### src/rtl/id_pkg.sv
// Shared definitions for the instruction-decode stage: default field widths,
// opcode names and the decoded-instruction record carried towards execute.
// No logic; imported by the decode-stage files.
package id_pkg;

   // Default geometry of the instruction word: opcode in the MSBs, two parameters below
   localparam int OPC_W_DEF   = 4;
   localparam int PARAM_W_DEF = 6;
   localparam int IMM_W_DEF   = 16;
   localparam int INSTR_W_DEF = OPC_W_DEF + 2 * PARAM_W_DEF;

   // Opcode assignments of the default 4-bit encoding
   localparam logic [OPC_W_DEF-1:0] OP_NOP  = 4'h0;
   localparam logic [OPC_W_DEF-1:0] OP_ADD  = 4'h1;
   localparam logic [OPC_W_DEF-1:0] OP_ADDI = 4'h2;
   localparam logic [OPC_W_DEF-1:0] OP_SUBI = 4'h3;
   localparam logic [OPC_W_DEF-1:0] OP_SUB  = 4'h4;
   localparam logic [OPC_W_DEF-1:0] OP_AND  = 4'h5;
   localparam logic [OPC_W_DEF-1:0] OP_OR   = 4'h6;
   localparam logic [OPC_W_DEF-1:0] OP_XOR  = 4'h7;
   localparam logic [OPC_W_DEF-1:0] OP_LD   = 4'h8;
   localparam logic [OPC_W_DEF-1:0] OP_ST   = 4'h9;
   localparam logic [OPC_W_DEF-1:0] OP_BEQ  = 4'hA;
   localparam logic [OPC_W_DEF-1:0] OP_JMP  = 4'hB;

   // Decoded instruction at the default widths; the stage uses the same field order
   typedef struct packed {
      logic [OPC_W_DEF-1:0]   opcode;
      logic [PARAM_W_DEF-1:0] p1;
      logic [PARAM_W_DEF-1:0] p2;
      logic [IMM_W_DEF-1:0]   imm;
      logic                   is_imm;
      logic                   illegal;
   } id_decoded_t;

endpackage

### src/rtl/id_skid_buf.sv
// Generic 2-entry valid/ready skid buffer (MAIN drives outputs, SKID catches overflow).
// Latency: a beat accepted at edge N is on out_dat after edge N.
// Backpressure: in_rdy is registered and drops only while both entries are held.
module id_skid_buf
   import id_pkg::*;
#(
   parameter int W = 8
)(
   input  logic         core_clk,
   input  logic         arst_n,
   input  logic         flush,
   input  logic         in_vld,
   output logic         in_rdy,
   input  logic [W-1:0] in_dat,
   output logic         out_vld,
   input  logic         out_rdy,
   output logic [W-1:0] out_dat
);

   typedef enum logic [1:0] {EMPTY, ONE, FULL} state_t;

   state_t       state_q, state_d;
   logic         in_rdy_q;
   logic [W-1:0] main_q, skid_q;
   logic         load_main_in, load_main_skid, load_skid;
   logic         accept, drain;

   assign accept  = in_vld & in_rdy_q;
   assign drain   = (state_q != EMPTY) & out_rdy;
   assign in_rdy  = in_rdy_q;
   assign out_vld = (state_q != EMPTY);
   assign out_dat = main_q;

   // Next occupancy and which entry loads what; flush wins over everything
   always_comb begin
      state_d        = state_q;
      load_main_in   = 1'b0;
      load_main_skid = 1'b0;
      load_skid      = 1'b0;
      if (flush) begin
         state_d = EMPTY;
      end else begin
         case (state_q)
            EMPTY: begin
               if (accept) begin
                  state_d      = ONE;
                  load_main_in = 1'b1;
               end
            end
            ONE: begin
               if (accept && drain) begin
                  load_main_in = 1'b1;
               end else if (accept) begin
                  state_d   = FULL;
                  load_skid = 1'b1;
               end else if (drain) begin
                  state_d = EMPTY;
               end
            end
            FULL: begin
               if (drain) begin
                  state_d        = ONE;
                  load_main_skid = 1'b1;
               end
            end
            default: state_d = EMPTY;
         endcase
      end
   end

   // Occupancy register; ready is precomputed so it never depends on out_rdy combinationally
   always_ff @(posedge core_clk or negedge arst_n) begin
      if (!arst_n) begin
         state_q  <= EMPTY;
         in_rdy_q <= 1'b1;
      end else begin
         state_q  <= state_d;
         in_rdy_q <= (state_d != FULL);
      end
   end

   // Payload entries; SKID promotes into MAIN on the draining edge so order is kept
   always_ff @(posedge core_clk or negedge arst_n) begin
      if (!arst_n) begin
         main_q <= '0;
         skid_q <= '0;
      end else begin
         if (load_main_in)        main_q <= in_dat;
         else if (load_main_skid) main_q <= skid_q;
         if (load_skid)           skid_q <= in_dat;
      end
   end

endmodule

### src/rtl/id_decode_stage.sv
// Instruction decode between fetch and execute: field split, immediate sign-extension, illegal flag.
// Latency: one cycle (decode is registered in the skid buffer), throughput one beat per cycle.
// Backpressure: 2-entry skid buffer, ID_in_ready registered; optional stall counter under ID_PERF_EN.
module id_decode_stage
   import id_pkg::*;
#(
   parameter int                  INSTR_W    = INSTR_W_DEF,
   parameter int                  OPC_W      = OPC_W_DEF,
   parameter int                  PARAM_W    = PARAM_W_DEF,
   parameter int                  IMM_W      = IMM_W_DEF,
   parameter logic [2**OPC_W-1:0] LEGAL_MASK = '1,
   parameter logic [2**OPC_W-1:0] IMM_MASK   = '0
)(
   input  logic               ID_clock,
   input  logic               ID_reset,
   input  logic               ID_flush,
   input  logic               ID_in_valid,
   output logic               ID_in_ready,
   input  logic [INSTR_W-1:0] ID_instruction,
   output logic               ID_out_valid,
   input  logic               ID_out_ready,
   output logic [OPC_W-1:0]   opcode,
   output logic [PARAM_W-1:0] parameter1,
   output logic [PARAM_W-1:0] parameter2,
   output logic [IMM_W-1:0]   immediate,
   output logic               is_imm,
   output logic               illegal,
   output logic [15:0]        stall_cycles
);

   // Same layout as id_decoded_t, sized by this instance's parameters
   typedef struct packed {
      logic [OPC_W-1:0]   opcode;
      logic [PARAM_W-1:0] p1;
      logic [PARAM_W-1:0] p2;
      logic [IMM_W-1:0]   imm;
      logic               is_imm;
      logic               illegal;
   } dec_t;

   if (INSTR_W != OPC_W + 2 * PARAM_W) begin : g_bad_instr_w
      $error("id_decode_stage: INSTR_W must equal OPC_W + 2*PARAM_W");
   end
   if (IMM_W < PARAM_W) begin : g_bad_imm_w
      $error("id_decode_stage: IMM_W must be at least PARAM_W");
   end

   dec_t dec_in, dec_out;

   // Decode ahead of the buffer so held entries already carry the decoded record
   always_comb begin
      dec_in         = '0;
      dec_in.opcode  = ID_instruction[INSTR_W-1 -: OPC_W];
      dec_in.p1      = ID_instruction[2*PARAM_W-1 -: PARAM_W];
      dec_in.p2      = ID_instruction[PARAM_W-1:0];
      dec_in.is_imm  = IMM_MASK[dec_in.opcode];
      dec_in.illegal = ~LEGAL_MASK[dec_in.opcode];
      if (dec_in.is_imm) dec_in.imm = IMM_W'($signed(dec_in.p2));
   end

   id_skid_buf #(.W($bits(dec_t))) u_skid (
      .core_clk (ID_clock),
      .arst_n   (ID_reset),
      .flush    (ID_flush),
      .in_vld   (ID_in_valid),
      .in_rdy   (ID_in_ready),
      .in_dat   (dec_in),
      .out_vld  (ID_out_valid),
      .out_rdy  (ID_out_ready),
      .out_dat  (dec_out)
   );

   assign opcode     = dec_out.opcode;
   assign parameter1 = dec_out.p1;
   assign parameter2 = dec_out.p2;
   assign immediate  = dec_out.imm;
   assign is_imm     = dec_out.is_imm;
   assign illegal    = dec_out.illegal;

`ifdef ID_PERF_EN
   logic [15:0] stall_q;

   // Count cycles where a decoded beat waits on downstream; saturating, flush does not clear it
   always_ff @(posedge ID_clock or negedge ID_reset) begin
      if (!ID_reset) begin
         stall_q <= '0;
      end else if (ID_out_valid && !ID_out_ready && stall_q != 16'hFFFF) begin
         stall_q <= stall_q + 16'd1;
      end
   end

   assign stall_cycles = stall_q;
`else
   assign stall_cycles = 16'h0000;
`endif

endmodule

### config.mk
export PLATFORM = sky130hd
export DESIGN_NAME = id_decode_stage
export DESIGN_NICKNAME = d
export VERILOG_FILES = /design/src/rtl/id_pkg.sv /design/src/rtl/id_skid_buf.sv /design/src/rtl/id_decode_stage.sv
export SDC_FILE = /design/constraint.sdc
export NUM_CORES = 1
export LEC_CHECK = 0
export ABC_AREA = 1
export BUFFER_PORTS_ARGS = -buffer_cell sky130_fd_sc_hd__buf_2
export CAP_MARGIN = 20
export CORE_MARGIN = 2
export CORE_UTILIZATION = 30
export CTS_CLUSTER_SIZE = 14
export DETAILED_ROUTE_END_ITERATION = 6
export PLACE_DENSITY = 0.52
export SYNTH_ARGS = -nofsm -noshare
export SYNTH_HDL_FRONTEND = slang
export SYNTH_SLANG_ARGS = --single-unit
### constraint.sdc
create_clock -name ID_clock -period 1.72 [get_ports ID_clock]
set_clock_uncertainty 0.15 [all_clocks]
set_input_delay 0.258 -clock ID_clock [delete_from_list [all_inputs] [get_ports ID_clock]]
set_output_delay 0.258 -clock ID_clock [all_outputs]
set_load 0.05 [all_outputs]
==> results of run 1 <==
==> final cells by class <==
cell class / instances / share of cell area, %
Inverter: 24 / 4.31
Multi-Input combinational cell: 151 / 33.2
Clock inverter: 3 / 0.718
Sequential cell: 35 / 41.9
Timing Repair Buffer: 46 / 12.1
Clock buffer: 5 / 3.29
Tap cell: 75 / 4.49
==> sequential cells by signal (all words and copies together), names as in the netlist <==
| name | flops |
|---|---|
| u_skid.state_q | 2 |
| u_skid.in_rdy | 1 |
| u_skid.skid_q | 16 |
| u_skid.out_dat | 16 |
==> cell families (layout without fill, tap and decap cells) <==
kind of cell	Yosys count	in the layout	synth area share [%]
flip-flops	35	35	47.7
AO/OA/AOI/OAI	20	20	5.65
other	1	34	0.204
buffers and inverters	66	78	21.2
AND/OR/NAND/NOR	97	97	25.2
==> placed cells by master (no fill, tap or decap), types with 2 or more instances in the layout <==
cell type	count
clkbuf_8	5
inv_2	2
nor2_1	3
inv_1	22
buf_4	7
clkinv_2	3
a21oi_1	2
o21ai_0	17
dfrtp_1	34
nor2_4	3
nand2_1	39
nand3_1	47
conb_1	34
nand2_2	2
buf_2	38
==> worst paths after layout <==
path                                            to  slack [ns]  depth (start not counted)
max in group asynchronous       u_skid.out_dat[19]        0.55                          3
worst min register to register   u_skid.skid_q[23]        0.34                          2
worst min-delay path            u_skid.out_dat[27]        0.05                          3
worst max register to register  u_skid.out_dat[24]        0.20                          8
min in group asynchronous        u_skid.skid_q[26]        0.28                          2
worst max-delay path                  ID_out_valid        0.16                          3
==> worst max-delay path, stage by stage (launching register included) <==
cell,delay (ns)
dfrtp_1,0.48
inv_2,0.07
nand2_1,0.07
buf_2,0.25
==> metal layers <==
layer  share of wire (%)  vias to the layer above
li1                    -                      718
met1                  45                      680
met2                  47                       45
met3                 6.2                        7
met4                 1.4                        0
met5                   0                        -
==> power by group through the flow <==
stage | sequential [mW] | combinational, mW | clock [mW]
3_3_place_gp | 1.11 | 0.778 | 0
2_1_floorplan | 1.33 | 0.425 | 0
6_report | 1.09 | 0.782 | 0.584
4_1_cts | 1.09 | 0.791 | 0.606
5_1_grt | 1.11 | 0.855 | 0.645
3_5_place_dp | 1.11 | 0.790 | 0
==> qor.yml, run 1 <==
status: "finished clean"
die_w_um: 82.3
synth_warnings: 0
cts_htree_levels: 2
fmax_ghz: 0.640
globalplace.congestion: 0.740
postCtsHoldBufs: 1
multi_input_area_um2: 694
clock-sinks: 35
place_area_mm2: 0.00200
dieHeight_um: 82.3
min_from: "ID_instruction[9]"
insertion_delay_ns: 0.28
portBuffers: 38
met3_usage_pct: 3.48
yosys.area.top_type: "dfrtp_1"
synth.area.top_cells: "dfrtp_1, buf_4, nand3_1"
crit_fanout: 6
utilization_pct: 35.3
synth_cells: 219
clk_pin_slew_ns: 0.08
hold_path_class: "primary input to flip-flop"
avgSynthCellArea_um2: 8.39
cap_violations: 0
p_int_mw: 1.44
cp_data_arrival_time_ns: 1.15
seqCellArea_um2: 877
pwr-share-seq_pct: 44.4
hold_violations: 0
track_usage_pct: 12.8
final_area_mm2: 0.00209
busiest_layer: "met2"
endpoint_kind: "output port"
grt-ovfl-total: 0
cts_resized: 0
via_per_inst: 4.28
period_minus_slack_ns: 1.56
cts-root-buf: "clkbuf_8"
fillers: 640
r2r_start: "u_skid.in_rdy"
first_global_vias: 1338
drt-total-wl_um: 4000
synth.distinct_cells: 19
setup_ws_ns: 0.157
p_leak_nw: 1.15
post-cts-setup-buffers: 0
syn-cell-area_mm2: 0.00184
synth-seq-area-share_pct: 47.7
critPathKind: "flip-flop to output port"
whs_ns: 0.0462
rsz0062_at_grt: "false"
drt_iter0_drc: 96
cp.required_ns: 1.31
netlist_top_cells_count: "nand3_1, nand2_1, buf_4, dfrtp_1, inv_1"
swShare_pct: 41.4
synth_seq_cells: 35
clockPowerShare_pct: 23.8
start_util_pct: 31.0
grt_use_met1_pct: 17.1
cts_tree: "done"
timing.final.crit_share_pct: 90.9
drt_drc_violations_left: 0
antenna_cells: 0
pre_cts_ws_ns: 0.191
die_area_mm2: 0.00677
finalNonFillerCells: 339
synth_ff_type: "dfrtp_1"
p_total_mw: 2.46
grt_max_degree: 19
ant_nets: 0
ioPinCount: 73
grt_pass1_wl_um: 6490
nNetsFinal: 284
comb_power_share_pct: 31.8
dr.pass1.iters: 4
synth_top_cell_area_share_pct: 46.3
final_layout_size_suffix_gt1_share_pct: 24.2
setup.worst_path.start: "u_skid.state_q[0]"
ir_drop_v: 0.000399
hpwl_um: 2910
synthArstFlopShare_pct: 100
core.rowCount: 28
grt_use_met2_pct: 20.0
place_inst: 330
setup_viol: 0
vias: 1450
p_sw_mw: 1.02
clockBufferDepth: 2
coreArea_mm2: 0.00592
setup_tns_ns: 0
synth_most_common_cell: "nand3_1"
antenna_found_initial: 0
synth_edf_count: 0
worstSetupStartpointType: "flip-flop"
area_growth_pct: 13.8
numCtsBuffers: 5
slew_viol_final: 0
drt-wirelength-per-cell_um: 11.8
p_per_area_mw_per_mm2: 1180
Note: power is estimated with default switching activity, not from simulation.
==> run 2: changes to the inputs <==
--- a/config.mk
+++ b/config.mk
@@ -8,11 +8,11 @@
 export ABC_AREA = 1
 export BUFFER_PORTS_ARGS = -buffer_cell sky130_fd_sc_hd__buf_2
 export CAP_MARGIN = 20
+export CORE_ASPECT_RATIO = 1.75
 export CORE_MARGIN = 2
 export CORE_UTILIZATION = 30
 export CTS_CLUSTER_SIZE = 14
 export DETAILED_ROUTE_END_ITERATION = 6
-export PLACE_DENSITY = 0.52
 export SYNTH_ARGS = -nofsm -noshare
 export SYNTH_HDL_FRONTEND = slang
 export SYNTH_SLANG_ARGS = --single-unit
==> run 2 against run 1 <==
Effect of this change: core utilization up 0.80 points; clock power up 11%; hold slack better by 0.0097 ns; count of clock-buffer cells in the layout up 3; total power up 2.7%; combinational power up 0.8%; setup slack worse by 0.014 ns; non-clock buffer count unchanged; critical endpoint unchanged; register-to-register slack about the same; sequential share of layout area down 0.64 points; final cell count up 0.88%; via count down 0.28%.
==> qor.yml, run 2 (synthesized netlist as in run 1, its figures left out) <==
endpoint_kind: "output port"
drt_drc_violations_left: 0  # unchanged
cts-root-buf: "clkbuf_8"
core.rowCount: 37  # +32%
die_w_um: 63.2  # -23%
cp_cell_sequence: "inv_2, nand2_1, buf_2"
final_cell_mix: "nand3_1, nand2_1, buf_2"
hpwl_um: 2800  # -3.6%
cts_htree_levels: 2  # unchanged
slew_viol_final: 0  # unchanged
area_growth_pct: 15.6
coreArea_mm2: 0.00588  # -0.70%
worst-path-buf-inv: 2  # unchanged
cts_resized: 0  # unchanged
ir_drop_v: 0.000450  # +13%
place_inst: 333  # +0.91%
routed.top_layer: "met4"
clk_pin_slew_ns: 0.07  # about the same
cpMaxStageDelayCell: "dfrtp_1"
met1_length_um: 1530  # -16%
clock-sinks: 35  # unchanged
crit_path_max_incr_delay_ns: 0.50  # +0.02 ns
crit_family: "flip-flops"
setup_ws_ns: 0.144  # -0.0139 ns
ioPinCount: 73  # unchanged
met3_length_um: 247  # -0.80%
min_from: "ID_instruction[14]"
grt-ovfl-total: 0  # unchanged
drt_iter0_drc: 27  # -72%
finalNonFillerCells: 342  # +0.88%
crit_fanout: 6  # unchanged
worstSetupStartpointType: "flip-flop"
ant_nets: 0  # unchanged
final_layout_size_suffix_gt1_share_pct: 23.9  # -0.38 points
p_per_area_mw_per_mm2: 1190  # +1.2%
r2r_start: "u_skid.in_rdy"
antenna_cells: 0  # unchanged
reg2reg_slack_ns: 0.20  # about the same
p_leak_nw: 1.15  # +0.67%
via_per_inst: 4.23  # -1.2%
antenna_found_initial: 0  # unchanged
pre_cts_ws_ns: 0.197  # +0.00549 ns
hold_end: "u_skid.out_dat[32]"
die_area_mm2: 0.00679  # +0.36%
final_area_mm2: 0.00212  # +1.6%
dr.pass1.iters: 4  # unchanged
hold_violations: 0  # unchanged
cp_data_arrival_time_ns: 1.17  # +0.02 ns
insertion_delay_ns: 0.28  # about the same
grt_max_degree: 34  # +15
globalplace.congestion: 0.776  # +4.9%
rsz0062_at_grt: "false"
first_global_vias: 1321  # -1.3%
timing.final.crit_share_pct: 91.7  # +0.81 points
dieHeight_um: 108  # +31%
cp.required_ns: 1.31  # about the same
track_usage_pct: 12.0  # -0.82 points
clockBufferDepth: 2  # unchanged
start_util_pct: 31.3  # +0.22 points
r2r_cells: 6  # -2
nNetsFinal: 284  # unchanged
status: "finished clean"
cts_tree: "done"
period_minus_slack_ns: 1.58  # +0.0139 ns
setup_viol: 0  # unchanged
setup_tns_ns: 0  # unchanged
fmax_ghz: 0.634  # -0.88%
fillers: 637  # -0.47%
grt_pass1_wl_um: 6360  # -2.0%
holdPathStages: 3  # unchanged
drt-wirelength-per-cell_um: 11.2  # -5.3%
critPathKind: "flip-flop to output port"
wl_met2_um: 1970  # +5.1%
portBuffers: 38  # unchanged
drt-total-wl_um: 3820  # -4.5%
vias: 1446  # -0.28%
numCtsBuffers: 5  # unchanged
place_area_mm2: 0.00201  # +0.81%
mostFrequentLayoutCell: "nand3_1"
reg2reg_to: "u_skid.skid_q[28]"
cap_violations: 0  # unchanged
hold_path_class: "primary input to flip-flop"
==> run 2: changes by cell type in the layout (fill, tap and decap cells not counted), sizes merged <==
| cell | before | now |
|---|---|---|
| clkbuf | 5 | 8 |
| clkinv | 3 | 0 |
==> run 2: report_power, final <==
| group | switching [mW] | leakage, nW | internal (mW) |
|---|---|---|---|
| Clock | 0.285 | 0.0515 | 0.365 |
| Sequential | 0.0944 | 0.436 | 0.993 |
| Combinational | 0.613 | 0.665 | 0.175 |
| Total | 0.992 | 1.15 | 1.53 |
==> run 2: how the worst max path moves through the flow <==
stage / from / end / cells after the start
2_1_floorplan: u_skid.in_rdy / u_skid.out_dat[18] / 7
3_3_place_gp: u_skid.in_rdy / u_skid.out_dat[23] / 8
6_report: u_skid.state_q[0] / ID_out_valid / 3
4_1_cts: u_skid.state_q[0] / ID_out_valid / 3
5_1_grt: u_skid.in_rdy / u_skid.skid_q[22] / 6
3_5_place_dp: u_skid.in_rdy / u_skid.skid_q[28] / 6
==> run 2: tightest hold or removal path, stage by stage <==
cell     delay, ns
buf_2         0.09
nand2_1       0.05
nand3_1       0.07
==> run 2: timing repair <==
action,CTS,global route
buffers inserted,0,0
endpoints found under the hold margin,18,0
setup endpoints to repair,0,0
hold buffers,1,0
==> run 2: routing by layer <==
layer | vias up | global-route usage, %
met5 | - | 0
met4 | 0 | 6.52
met3 | 4 | 2.41
met2 | 58 | 21.0
met1 | 667 | 13.6
li1 | 717 | -
==> run 2: per-stage QoR <==
step                utilization, %  hold slack [ns]  power [mW]
floorplan                        -           -0.188        1.76
global placement              34.3           0.0940        1.88
detailed placement            34.3           0.0887        1.90
CTS                           36.1           0.0474        2.56
global route                  36.1           0.0566        2.66
finish                        36.1           0.0559        2.53
==> run 2: final cells by class <==
type	count	area [um2]	share of cell area (%)
Multi-Input combinational cell	151	694	32.7
Timing Repair Buffer	46	265	12.5
Sequential cell	35	877	41.3
Inverter	24	90.1	4.24
Clock buffer	8	100	4.71
Tap cell	78	97.6	4.59
